<file path="config.mk">
export PLATFORM = sky130hd
export DESIGN_NAME = lock_entry_sequencer
export DESIGN_NICKNAME = d
export VERILOG_FILES = /design/src/rtl/lock_entry_sequencer.sv
export SDC_FILE = /design/constraint.sdc
export NUM_CORES = 1
export LEC_CHECK = 0
export BUFFER_PORTS_ARGS = -buffer_cell sky130_fd_sc_hd__buf_2
export CAP_MARGIN = 25
export CORE_ASPECT_RATIO = 0.75
export CORE_MARGIN = 5
export CORE_UTILIZATION = 56
export CTS_BUF_LIST = sky130_fd_sc_hd__clkbuf_4 sky130_fd_sc_hd__clkbuf_8 sky130_fd_sc_hd__clkbuf_16
export DETAILED_ROUTE_END_ITERATION = 12
export PLACE_DENSITY = 0.85
export RECOVER_POWER = 25
export SLEW_MARGIN = 20
export SYNTH_ARGS = -nofsm -noshare
export SYNTH_HDL_FRONTEND = slang
export SYNTH_SLANG_ARGS = --single-unit
</file>
<file path="constraint.sdc">
create_clock -name clock -period 3.3 [get_ports clock]
set_input_delay 0.33 -clock clock [delete_from_list [all_inputs] [get_ports clock]]
set_output_delay 0.33 -clock clock [all_outputs]
set_load 0.05 [all_outputs]
</file>
<file path="src/rtl/lock_entry_sequencer.sv">
`default_nettype none
// ============================================================================
// Module   : lock_entry_sequencer
// Purpose  : Collects a three-stage, two-digit combination from a pair of BCD
//            switch digits. Each stage is confirmed with the enter button. The
//            entries are checked against CODE0..CODE2 only after all three
//            stages are in. Failed attempts are counted, and too many of them
//            trigger a timed lockout. Per-display nibble/mode buses feed the
//            existing downstream hex decoders.
// Ports    : clock      - system clock
//            reset      - asynchronous, active-low reset
//            enter      - raw pushbutton level (async to clock)
//            digit_a/b  - left/right BCD switch digits
//            disp_nib   - nibble for display n at [4n+3:4n]
//            disp_mode  - mode for display n at [2n+1:2n]
//                         (00 blank, 01 hex, 10 dash)
//            unlocked   - high while unlocked
//            locked_out - high while locked out
//            fail_count - failed attempts since last unlock / lockout expiry
//            digit_err  - one-cycle pulse on enter with a non-BCD digit
// Revision : 1.0 - initial release
// ============================================================================
module lock_entry_sequencer #(
  parameter logic [7:0]  CODE0          = 8'h28,
  parameter logic [7:0]  CODE1          = 8'h19,
  parameter logic [7:0]  CODE2          = 8'h96,
  parameter int unsigned MAX_FAILS      = 3,
  parameter int unsigned FAIL_CYCLES    = 16,
  parameter int unsigned LOCKOUT_CYCLES = 64,
  parameter int unsigned TIMER_W        = 16
) (
  input  logic         clock,
  input  logic         reset,
  input  logic         enter,
  input  logic [3:0]   digit_a,
  input  logic [3:0]   digit_b,
  output logic [23:0]  disp_nib,
  output logic [11:0]  disp_mode,
  output logic         unlocked,
  output logic         locked_out,
  output logic [2:0]   fail_count,
  output logic         digit_err
);

  localparam logic [1:0] c_mode_blank = 2'b00;
  localparam logic [1:0] c_mode_hex   = 2'b01;
  localparam logic [1:0] c_mode_dash  = 2'b10;

  localparam logic [3:0]         c_max_fails  = 4'(MAX_FAILS);
  localparam logic [TIMER_W-1:0] c_fail_load  = TIMER_W'(FAIL_CYCLES - 1);
  localparam logic [TIMER_W-1:0] c_lock_load  = TIMER_W'(LOCKOUT_CYCLES - 1);

  typedef enum logic [2:0] {
    ST_ENTRY0   = 3'd0,
    ST_ENTRY1   = 3'd1,
    ST_ENTRY2   = 3'd2,
    ST_CHECK    = 3'd3,
    ST_UNLOCKED = 3'd4,
    ST_FAIL     = 3'd5,
    ST_LOCKOUT  = 3'd6
  } state_t;

  state_t              r_state;
  state_t              w_state_nxt;
  logic                r_sync1;
  logic                r_sync2;
  logic                r_sync2_d;
  logic                r_match;
  logic                w_match_nxt;
  logic [2:0]          r_fail_count;
  logic [2:0]          w_fail_nxt;
  logic [TIMER_W-1:0]  r_timer;
  logic [TIMER_W-1:0]  w_timer_nxt;
  logic                r_digit_err;
  logic                w_digit_err_nxt;
  logic                w_enter_rise;
  logic                w_bad_digit;
  logic [7:0]          w_pair;

  // Two-flop synchroniser plus edge register; a held button yields one rise.
  assign w_enter_rise = r_sync2 & ~r_sync2_d;
  assign w_bad_digit  = (digit_a > 4'd9) || (digit_b > 4'd9);
  assign w_pair       = {digit_a, digit_b};

  always_ff @(posedge clock or negedge reset) begin
    if (!reset) begin
      r_sync1      <= 1'b0;
      r_sync2      <= 1'b0;
      r_sync2_d    <= 1'b0;
      r_state      <= ST_ENTRY0;
      r_match      <= 1'b0;
      r_fail_count <= 3'd0;
      r_timer      <= '0;
      r_digit_err  <= 1'b0;
    end else begin
      r_sync1      <= enter;
      r_sync2      <= r_sync1;
      r_sync2_d    <= r_sync2;
      r_state      <= w_state_nxt;
      r_match      <= w_match_nxt;
      r_fail_count <= w_fail_nxt;
      r_timer      <= w_timer_nxt;
      r_digit_err  <= w_digit_err_nxt;
    end
  end

  always_comb begin
    w_state_nxt     = r_state;
    w_match_nxt     = r_match;
    w_fail_nxt      = r_fail_count;
    w_timer_nxt     = r_timer;
    w_digit_err_nxt = 1'b0;
    case (r_state)
      ST_ENTRY0: begin
        if (w_enter_rise) begin
          if (w_bad_digit) begin
            w_digit_err_nxt = 1'b1;
          end else begin
            w_match_nxt = (w_pair == CODE0);
            w_state_nxt = ST_ENTRY1;
          end
        end
      end
      ST_ENTRY1: begin
        if (w_enter_rise) begin
          if (w_bad_digit) begin
            w_digit_err_nxt = 1'b1;
          end else begin
            w_match_nxt = r_match & (w_pair == CODE1);
            w_state_nxt = ST_ENTRY2;
          end
        end
      end
      ST_ENTRY2: begin
        if (w_enter_rise) begin
          if (w_bad_digit) begin
            w_digit_err_nxt = 1'b1;
          end else begin
            w_match_nxt = r_match & (w_pair == CODE2);
            w_state_nxt = ST_CHECK;
          end
        end
      end
      ST_CHECK: begin
        if (r_match) begin
          w_state_nxt = ST_UNLOCKED;
          w_fail_nxt  = 3'd0;
        end else if (({1'b0, r_fail_count} + 4'd1) >= c_max_fails) begin
          // The attempt that reaches the limit goes straight to lockout;
          // the counter is cleared when the lockout expires.
          w_state_nxt = ST_LOCKOUT;
          w_timer_nxt = c_lock_load;
        end else begin
          w_state_nxt = ST_FAIL;
          w_fail_nxt  = r_fail_count + 3'd1;
          w_timer_nxt = c_fail_load;
        end
      end
      ST_UNLOCKED: begin
        if (w_enter_rise) begin
          w_state_nxt = ST_ENTRY0;
          w_match_nxt = 1'b0;
        end
      end
      ST_FAIL: begin
        if (r_timer == '0) begin
          w_state_nxt = ST_ENTRY0;
        end else begin
          w_timer_nxt = r_timer - 1'b1;
        end
      end
      ST_LOCKOUT: begin
        if (r_timer == '0) begin
          w_state_nxt = ST_ENTRY0;
          w_fail_nxt  = 3'd0;
        end else begin
          w_timer_nxt = r_timer - 1'b1;
        end
      end
      default: begin
        w_state_nxt = ST_ENTRY0;
        w_match_nxt = 1'b0;
      end
    endcase
  end

  // Display pattern is purely a function of state and the live digits, so
  // the ENTRY0 pattern appears as soon as reset is asserted.
  always_comb begin
    disp_mode = {6{c_mode_blank}};
    disp_nib  = 24'h0;
    case (r_state)
      ST_ENTRY0: begin
        disp_mode[1:0]   = c_mode_hex;
        disp_mode[3:2]   = c_mode_hex;
        disp_nib[3:0]    = digit_a;
        disp_nib[7:4]    = digit_b;
      end
      ST_ENTRY1: begin
        disp_mode[3:0]   = {2{c_mode_dash}};
        disp_mode[5:4]   = c_mode_hex;
        disp_mode[7:6]   = c_mode_hex;
        disp_nib[11:8]   = digit_a;
        disp_nib[15:12]  = digit_b;
      end
      ST_ENTRY2: begin
        disp_mode[7:0]   = {4{c_mode_dash}};
        disp_mode[9:8]   = c_mode_hex;
        disp_mode[11:10] = c_mode_hex;
        disp_nib[19:16]  = digit_a;
        disp_nib[23:20]  = digit_b;
      end
      ST_UNLOCKED: begin
        disp_mode = {6{c_mode_hex}};
        disp_nib  = {6{4'h1}};
      end
      ST_CHECK, ST_FAIL, ST_LOCKOUT: begin
        disp_mode = {6{c_mode_dash}};
      end
      default: begin
        disp_mode = {6{c_mode_blank}};
      end
    endcase
  end

  assign unlocked   = (r_state == ST_UNLOCKED);
  assign locked_out = (r_state == ST_LOCKOUT);
  assign fail_count = r_fail_count;
  assign digit_err  = r_digit_err;

endmodule
`default_nettype wire

</file>
==> results of run 1 <==
worst paths after layout:
check                                     to       start  slack [ns]  cells past startpoint
worst max-delay path            disp_nib[12]  r_state[0]        0.86                      4
worst min-delay path                 r_sync1       enter        0.16                      1
worst max register to register       r_match  r_state[2]        0.88                      8
worst min register to register       r_sync2     r_sync1        0.36                      0
max in group asynchronous         r_timer[5]       reset        2.14                      1
min in group asynchronous        r_timer[15]       reset        0.36                      1
logic make-up after synthesis:
family	Yosys count
flip-flops	27
AND/OR/NAND/NOR	97
adder cells (fa/ha/maj)	7
multiplexers	4
XOR/XNOR	2
buffers and inverters	27
AO/OA/AOI/OAI	57
stage by stage:
stage | cell area, sq um | power (uW) | hold slack [ns] | util
final | 2140 | 2380 | 0.158 | 0.652
after global routing | 2140 | 2540 | 0.151 | 0.652
after CTS | 2140 | 2380 | 0.0690 | 0.652
after detailed placement | 2100 | 2180 | 0.336 | 0.637
after global placement | 2100 | 2150 | 0.341 | 0.637
after floorplan | 1900 | 1930 | 0.0344 | -
layer usage:
layer / up-vias / GRT usage / wire length, um / share of wire
met5: - / 0 / 0 / 0
met4: 0 / 0.0221 / 13 / 0.0028
met3: 2 / 0.0371 / 218 / 0.047
met2: 44 / 0.308 / 2130 / 0.46
met1: 860 / 0.307 / 2280 / 0.49
li1: 877 / - / - / -
flip-flops by register name (all words and copies together), names as in the netlist:
| register | count |
|---|---|
| digit_err | 1 |
| fail_count | 3 |
| r_match | 1 |
| r_state | 3 |
| r_sync1 | 1 |
| r_sync2 | 1 |
| r_sync2_d | 1 |
| r_timer | 16 |
area by class of cell:
class | instances | area share
tap | 40 | 0.0234
multi-input combinational | 167 | 0.504
timing repair buffer | 52 | 0.121
sequential | 27 | 0.315
inverter | 8 | 0.0140
clock buffer | 4 | 0.0228
cells in the mapped netlist (2+ instances only):
master / instances / area [sq um]
o41ai_1: 2 / 17.5
buf_2: 2 / 10.0
ha_1: 7 / 87.6
inv_1: 8 / 30.0
a21oi_1: 11 / 55.1
a22o_1: 2 / 17.5
nor4b_1: 2 / 17.5
or4_1: 3 / 22.5
clkbuf_1: 7 / 26.3
o311ai_0: 2 / 17.5
mux2i_1: 3 / 30.0
buf_4: 9 / 67.6
nor2b_1: 2 / 12.5
o31ai_1: 3 / 22.5
nor3_1: 10 / 50.1
or3_1: 3 / 18.8
nor3_2: 2 / 20.0
nand2b_1: 4 / 25.0
a211oi_1: 2 / 15.0
nand3_1: 7 / 35.0
o211ai_1: 2 / 15.0
and2_1: 6 / 37.5
o21ai_0: 16 / 80.1
and3_1: 11 / 68.8
dfrtp_1: 27 / 676
nor2_1: 11 / 41.3
o31a_1: 2 / 17.5
a31oi_1: 2 / 12.5
nor4_1: 3 / 18.8
nand2_1: 20 / 75.1
o21a_1: 4 / 30.0
nand3b_1: 2 / 15.0
nand4_1: 3 / 18.8
power by group through the flow:
stage	Clock (uW)	Sequential (uW)	Combinational (uW)
after floorplan	0	526	1410
after global placement	0	588	1560
after detailed placement	0	599	1590
after CTS	197	592	1590
after global routing	214	625	1700
final	191	599	1590
worst max-delay path, delay by kind of cell (launching register included):
kind	cells	cell delay (ns)
compound gates	1	0.17
flops	1	0.66
simple gates	2	0.71
buf+inv	1	0.29
==> results, run 1 <==
- The flow ran to the end, and the final reports show no timing, DRC or antenna violations.
- The max capacitance violation total is 0.
- The clock-pin slew reported for the worst setup and hold paths after clock tree synthesis is 0.09 ns.
- The iteration-0 DRC count of the detailed router is 168.
- The combined area of the multi-input logic cells is 1080 sq um.
- The commonest register cell after synthesis is dfrtp_1.
- The master cell of the clock root buffer is clkbuf_8.
- The number of detailed-route iterations in the first pass is 4.
- TritonCTS built the clock tree.
- The non-filler instance count after layout is 298.
- Between clock sinks in the finished design, the worst skew comes to 0.00320 ns.
- The critical path goes through nor2b_1, nand2_1, a21oi_1, buf_2.
- A synthesized cell averages 8.60 sq um.
- The proportion of layout cells with a drive suffix above 1 is 0.264.
- The overall overflow remaining after global route is 0.
- The flip-flop and latch area is 676 sq um.
- For this run, the number of Yosys warnings is 0.
- In the routed layout, each cell is associated on average with a via count of 5.98.
- Buffers added to address setup during post-CTS repair amount to 0.
- Of the synthesized area, sequential elements account for 0.355.
- Leaving out fill and tap cells, the most frequent cells in the layout are 51 x buf_2, 27 x dfrtp_1, 20 x nand2_1, 16 x o21ai_0.
- Setup repair after global routing left no endpoint under its margin.
- The flip-flop and latch count after synthesis is 27.
- Of the post-synthesis cell area, the part taken by muxes is 0.0217.
- 0 antenna diodes ended up in the layout.
- The total net switching power is 1450 uW.
- Of the total power, registers draw 0.252.
- The sink count of the clock tree is 27.
- The count of cells resized by post-cts repair is 0.
- The post-layout minimum cycle time is 2.44 ns.
- The setup total negative slack is 0 ns.
- Relative to the synthesized area, the layout overhead comes to 12.8%.
- The clock passes through at most 2 buffers.
- Of the total power, combinational logic draws 0.668.
- The horizontal die dimension is 77.3 um.
- The delay of the slowest critical-path stage is 0.66 ns.
- Summed over all nets, the half-perimeter wirelength after detailed placement is 3.59 mm.
- The total instance count after detailed placement is 294.
- Of the total power, the share spent switching nets is 0.611.
- The worst ir drop on vdd is 0.701 mV.
- Of the total synthesized cell area, the portion taken by XOR and XNOR cells is 0.00922.
- The type of the worst setup path is flip-flop to output port.
- The max-slew violation count came to 0.
- The initial antenna violation count is 0.
- The library cell used most frequently in the layout, excluding fill and tap cells, is buf_2.
- The vertical extent of the die is 60.5 um.
- The number of buffers inserted by port buffering is 52.
- The number of nets produced by synthesis is 239.
- In this run the tightest slew margin relative to its limit is 0.0793.
- STA classifies the critical path startpoint as a flip-flop.
- The internal portion of the total power is 926 uW.
- The maximum number of pins on one net before global-route repair is 28.
- The initialized floorplan defines 18 standard-cell rows.
- The global-route usage over all layers is 0.201.
- The arrival time reported for the critical path endpoint is 2.11 ns.
- In this run the power density over the cells is 1110 nW/um^2.
- Based on the critical path, the design can be clocked at up to 410 MHz.
- The I/O pin count is 53.
- The post-route fraction of the period consumed by the critical path is 0.740.
- After synthesis, the largest family of logic cells by area is simple AND/OR/NAND/NOR gates.
- The residual antenna-violating net count after detailed routing is 0.
- The count of endpoints failing hold in the final timing report is 0.
- Setup violations remaining at the end of the flow were counted as 0.
- The total CTS buffers is 3.
- The slowest cell on the critical path is dfrtp_1.
- The largest fanout on the critical path is 17.
- In this run, post-CTS hold repair placed 0 buffers.
- Of the total power, the clock network draws 0.080.
- The number of fillers in the final layout is 287.
- The via count of the first global-routing pass is 1581.
- Synthesis produced a netlist whose cell count is 221.
- The number of distinct standard cells referenced by the synthesized netlist is 54.
- The summed instance area of the synthesized netlist is 1900 sq um.
- At the later pin of the worst-skew pair, clock insertion delay measures 0.27 ns.
- The floorplan step defined a die boundary enclosing 4670 sq um.
- The deepest level of the CTS H-tree is 1.
- The kind of end point of the critical path is an output port.
- Before CTS, the worst setup slack after placement is 0.924 ns.
- The async set-or-reset flop fraction in the synthesized netlist is 1.00.
- Of the total synthesized cell area, the portion taken by AND, OR, NAND and NOR gates is 0.291.
- The number of synthesized flops with an enable pin is 0.
- The fraction of the mapped netlist area in compound gates is 0.200.
- The final layout contains routed wiring with a total length of 4.64 mm.
- The worst path required time is 2.97 ns.
- The worst hold path class is input pin to flip-flop.
- The transition time at the pin with the least slew margin is 1.38 ns.
- The routed via count is 1783.
- The detail-routed net length per standard cell is 15.6 um.
- The core region is 3290 sq um.
- The final weighted congestion in routability-driven placement is 0.846.
- The number of remaining DRC errors is 0.
- The adder-cell share of the synthesized area is 0.0461.
- The first global-routing pass estimated 7.67 mm of wire.
- For this design the static power due to leakage is 0.00105 uW.
- The setup slack of the critical path after layout is 0.859 ns.
- The number of nets in the layout is 277.
- The starting density of the core is 0.578.
Note: power is estimated with default switching activity, not from simulation.
==> inputs of run 2 (changes only) <==
CORE_UTILIZATION = 47   (was 56)
PLACE_DENSITY = 0.76   (was 0.85)
clock period = 2.1 ns   (was 3.3 ns; I/O delays follow)
==> run 2 against run 1 <==
  * Clock power is 64% higher
  * Combinational power is 77% higher
  * Highest routed layer unchanged
  * Critical path depth is 4 higher
  * Die area is 16% higher
  * Critical path type is now flip-flop to flip-flop
  * Core utilization is 6.7 points lower
  * Wire length is 6.4% higher
  * Via count is 4.4% higher
  * Sequential power is 44% higher
  * Largest power group unchanged
  * Cell area is 8.6% higher
  * Hold slack worse by 0.12 ns
  * Clock skew is 0.0024 ns higher
==> results, run 2 (synthesis results as in run 1) <==
- The routed layout has 1862 vias.
- After clock tree synthesis, the clock-pin slew on the worst setup and hold paths is 0.09 ns.
- The initial antenna violation count is 0.
- For this block, the initial DRC count from the detailed router was 140.
- The starting density of the core is 0.478.
- The number of fillers in the final layout is 355.
- Leaving out fill and tap cells, the most frequent cell in the layout is buf_2.
- Counting I/O delays and the setup requirement, the final critical path takes 2.02 ns.
- The number of vias per cell is 5.66.
- 0 antenna diodes ended up in the layout.
- Across the VDD grid, the largest voltage drop is 0.975 mV.
- The run finished with clean final reports.
- After detailed placement, the total cell area comes to 2240 sq um.
- STA classifies the critical path startpoint as a flip-flop.
- The die footprint is 5430 sq um.
- The number of clock buffers added by TritonCTS is 3.
- For the final routed database, the setup TNS stands at 0 ns.
- The worst setup path is of the flip-flop to flip-flop kind.
- The row count is 20.
- The CTS tree is yes.
- For this run, the post-layout net count is 293.
- The deepest level of the CTS H-tree is 1.
- The region available for standard cell placement spans 3980 sq um.
- At the worst endpoint, the required time is 2.30 ns.
- The count of endpoints failing hold in the final timing report is 0.
- Power comes to 3990 uW.
- The register with the most flip-flops in the layout has 16 of them.
- The number of setup buffers added after CTS is 0.
- The detail-routed net length per standard cell is 15.0 um.
- The largest fanout on the critical path is 9.
- In this run the static leakage power is 0.00113 uW.
- In the final layout, the share of cells above drive strength 1 is 0.336.
- For this run the aggregate overflow at the end of global routing stands at 0.
- The post-route clock skew is 0.00557 ns.
- The vertical extent of the die is 65.1 um.
- Entering global routing, the biggest net connects 28 pins.
- The final HPWL from detailed placement is 3.71 mm.
- Compared with the post-synthesis result, the final layout area differs by 22.4%.
- Setup violations remaining at the end of the flow were counted as 0.
- The min-delay analysis places its worst path in the category input pin to flip-flop.
- Data on the critical path arrives at its endpoint at 2.23 ns.
- The first global-routing pass estimated 8.41 mm of wire.
- Once detail routing completed, the nets flagged for antenna violations numbered 0.
- After routing the design area is 2330 sq um.
- The max capacitance violation total is 0.
- The most flop-heavy register is r_timer.
- Summed over all layers, the routed wires come to 4.94 mm.
- Timing would allow up to 494 MHz.
- The sink count of the clock tree is 27.
- The number of buffers on the longest clock path is 2.
- The I/O pin count is 53.
- The worst setup path is captured at a flip-flop.
- Port buffering added 52 buffers.
- The die is 83.4 um wide.
- The max-slew violation count is 0.
- The transition time at the pin with the least slew margin is 1.46 ns.
- Setup repair after global routing could not meet its margin everywhere.
- In the global route stage, overall resource usage came out at 0.187.
- Dividing total power by cell area gives a power density of 1710 nW/um^2.
- The clock insertion delay at the later pin of the skew report is 0.28 ns.
- The first detailed-routing pass took 4 iterations.
- The via count of the first global-routing pass was 1768.
- In the layout the commonest cells are 49 x buf_2, 26 x dfrtp_1, 19 x nand2_1, 15 x o21ai_0, 15 x buf_4.
- The post-route fraction of the period consumed by the critical path is 0.964.
- Clock tree synthesis selected as its root buffer the cell clkbuf_8.
- The final weighted congestion in routability-driven placement is 0.864.
- In the routed design, unresolved DRC markers number 0.
- The relative slew slack is 0.0268.
## run 2: cell types whose count changed in the layout (fill, tap and decap cells not counted), sizes merged
cell	change
buf	+13
clkbuf	+2
dlygate4sd3	+1
## run 2: final cells by class
cell class / instances / area (sq um) / area share
multi-input cells: 167 / 1120 / 0.480
flip-flops and latches: 27 / 677 / 0.291
repair buffers: 68 / 387 / 0.166
well taps: 55 / 68.8 / 0.0296
clock buffers: 4 / 48.8 / 0.0210
inverters: 8 / 30.0 / 0.0129
## run 2: per-stage QoR
step / util / cells / hold slack [ns] / setup slack [ns]
after floorplan: - / 221 / -0.0856 / -0.00990
after global placement: 0.564 / 324 / 0.257 / 0.210
after detailed placement: 0.564 / 324 / 0.263 / 0.161
after CTS: 0.580 / 329 / 0.0224 / 0.00773
after global routing: 0.585 / 329 / 0.0193 / -0.0307
final: 0.585 / 329 / 0.0347 / 0.0753
## run 2: path summary, 6_finish.rpt
kind / start / to / slack, ns / cells after the start
worst max register to register: r_timer[0] / r_timer[13] / 0.08 / 8
min in group asynchronous: reset / r_timer[11] / 0.81 / 2
max in group asynchronous: reset / r_state[1] / 0.34 / 2
worst min register to register: r_sync1 / r_sync2 / 0.36 / 0
worst max-delay path: r_timer[0] / r_timer[13] / 0.08 / 8
worst min-delay path: enter / r_sync1 / 0.03 / 1
## run 2: worst max-delay path: stages (launching register included)
cell,delay (ns)
dfrtp_1,0.43
inv_1,0.08
ha_1,0.20
nor4b_2,0.16
nand2_2,0.19
o211ai_2,0.15
buf_4,0.19
or4_1,0.40
a21oi_1,0.16
## run 2: metal layers
metal	vias up	track usage	wire length (um)	part of all wire
met3	5	0.0343	255	0.052
met1	901	0.270	2460	0.50
met5	-	0	0	0
met2	46	0.290	2200	0.44
met4	0	0.0422	31	0.0063
li1	910	-	-	-
## run 2: where the power goes
| part | switching (uW) | total [uW] | internal, uW | leakage, uW |
|---|---|---|---|---|
| registers | 197 | 865 | 668 | 0.000330 |
| clock network | 164 | 314 | 149 | 0.0000262 |
| logic | 2000 | 2810 | 807 | 0.000771 |
## run 2: repair_timing
action,CTS,global route
hold endpoints to repair,27,0
gates resized for setup,1,6
pin swaps,0,0
setup endpoints to repair,1,11
hold buffers,1,0
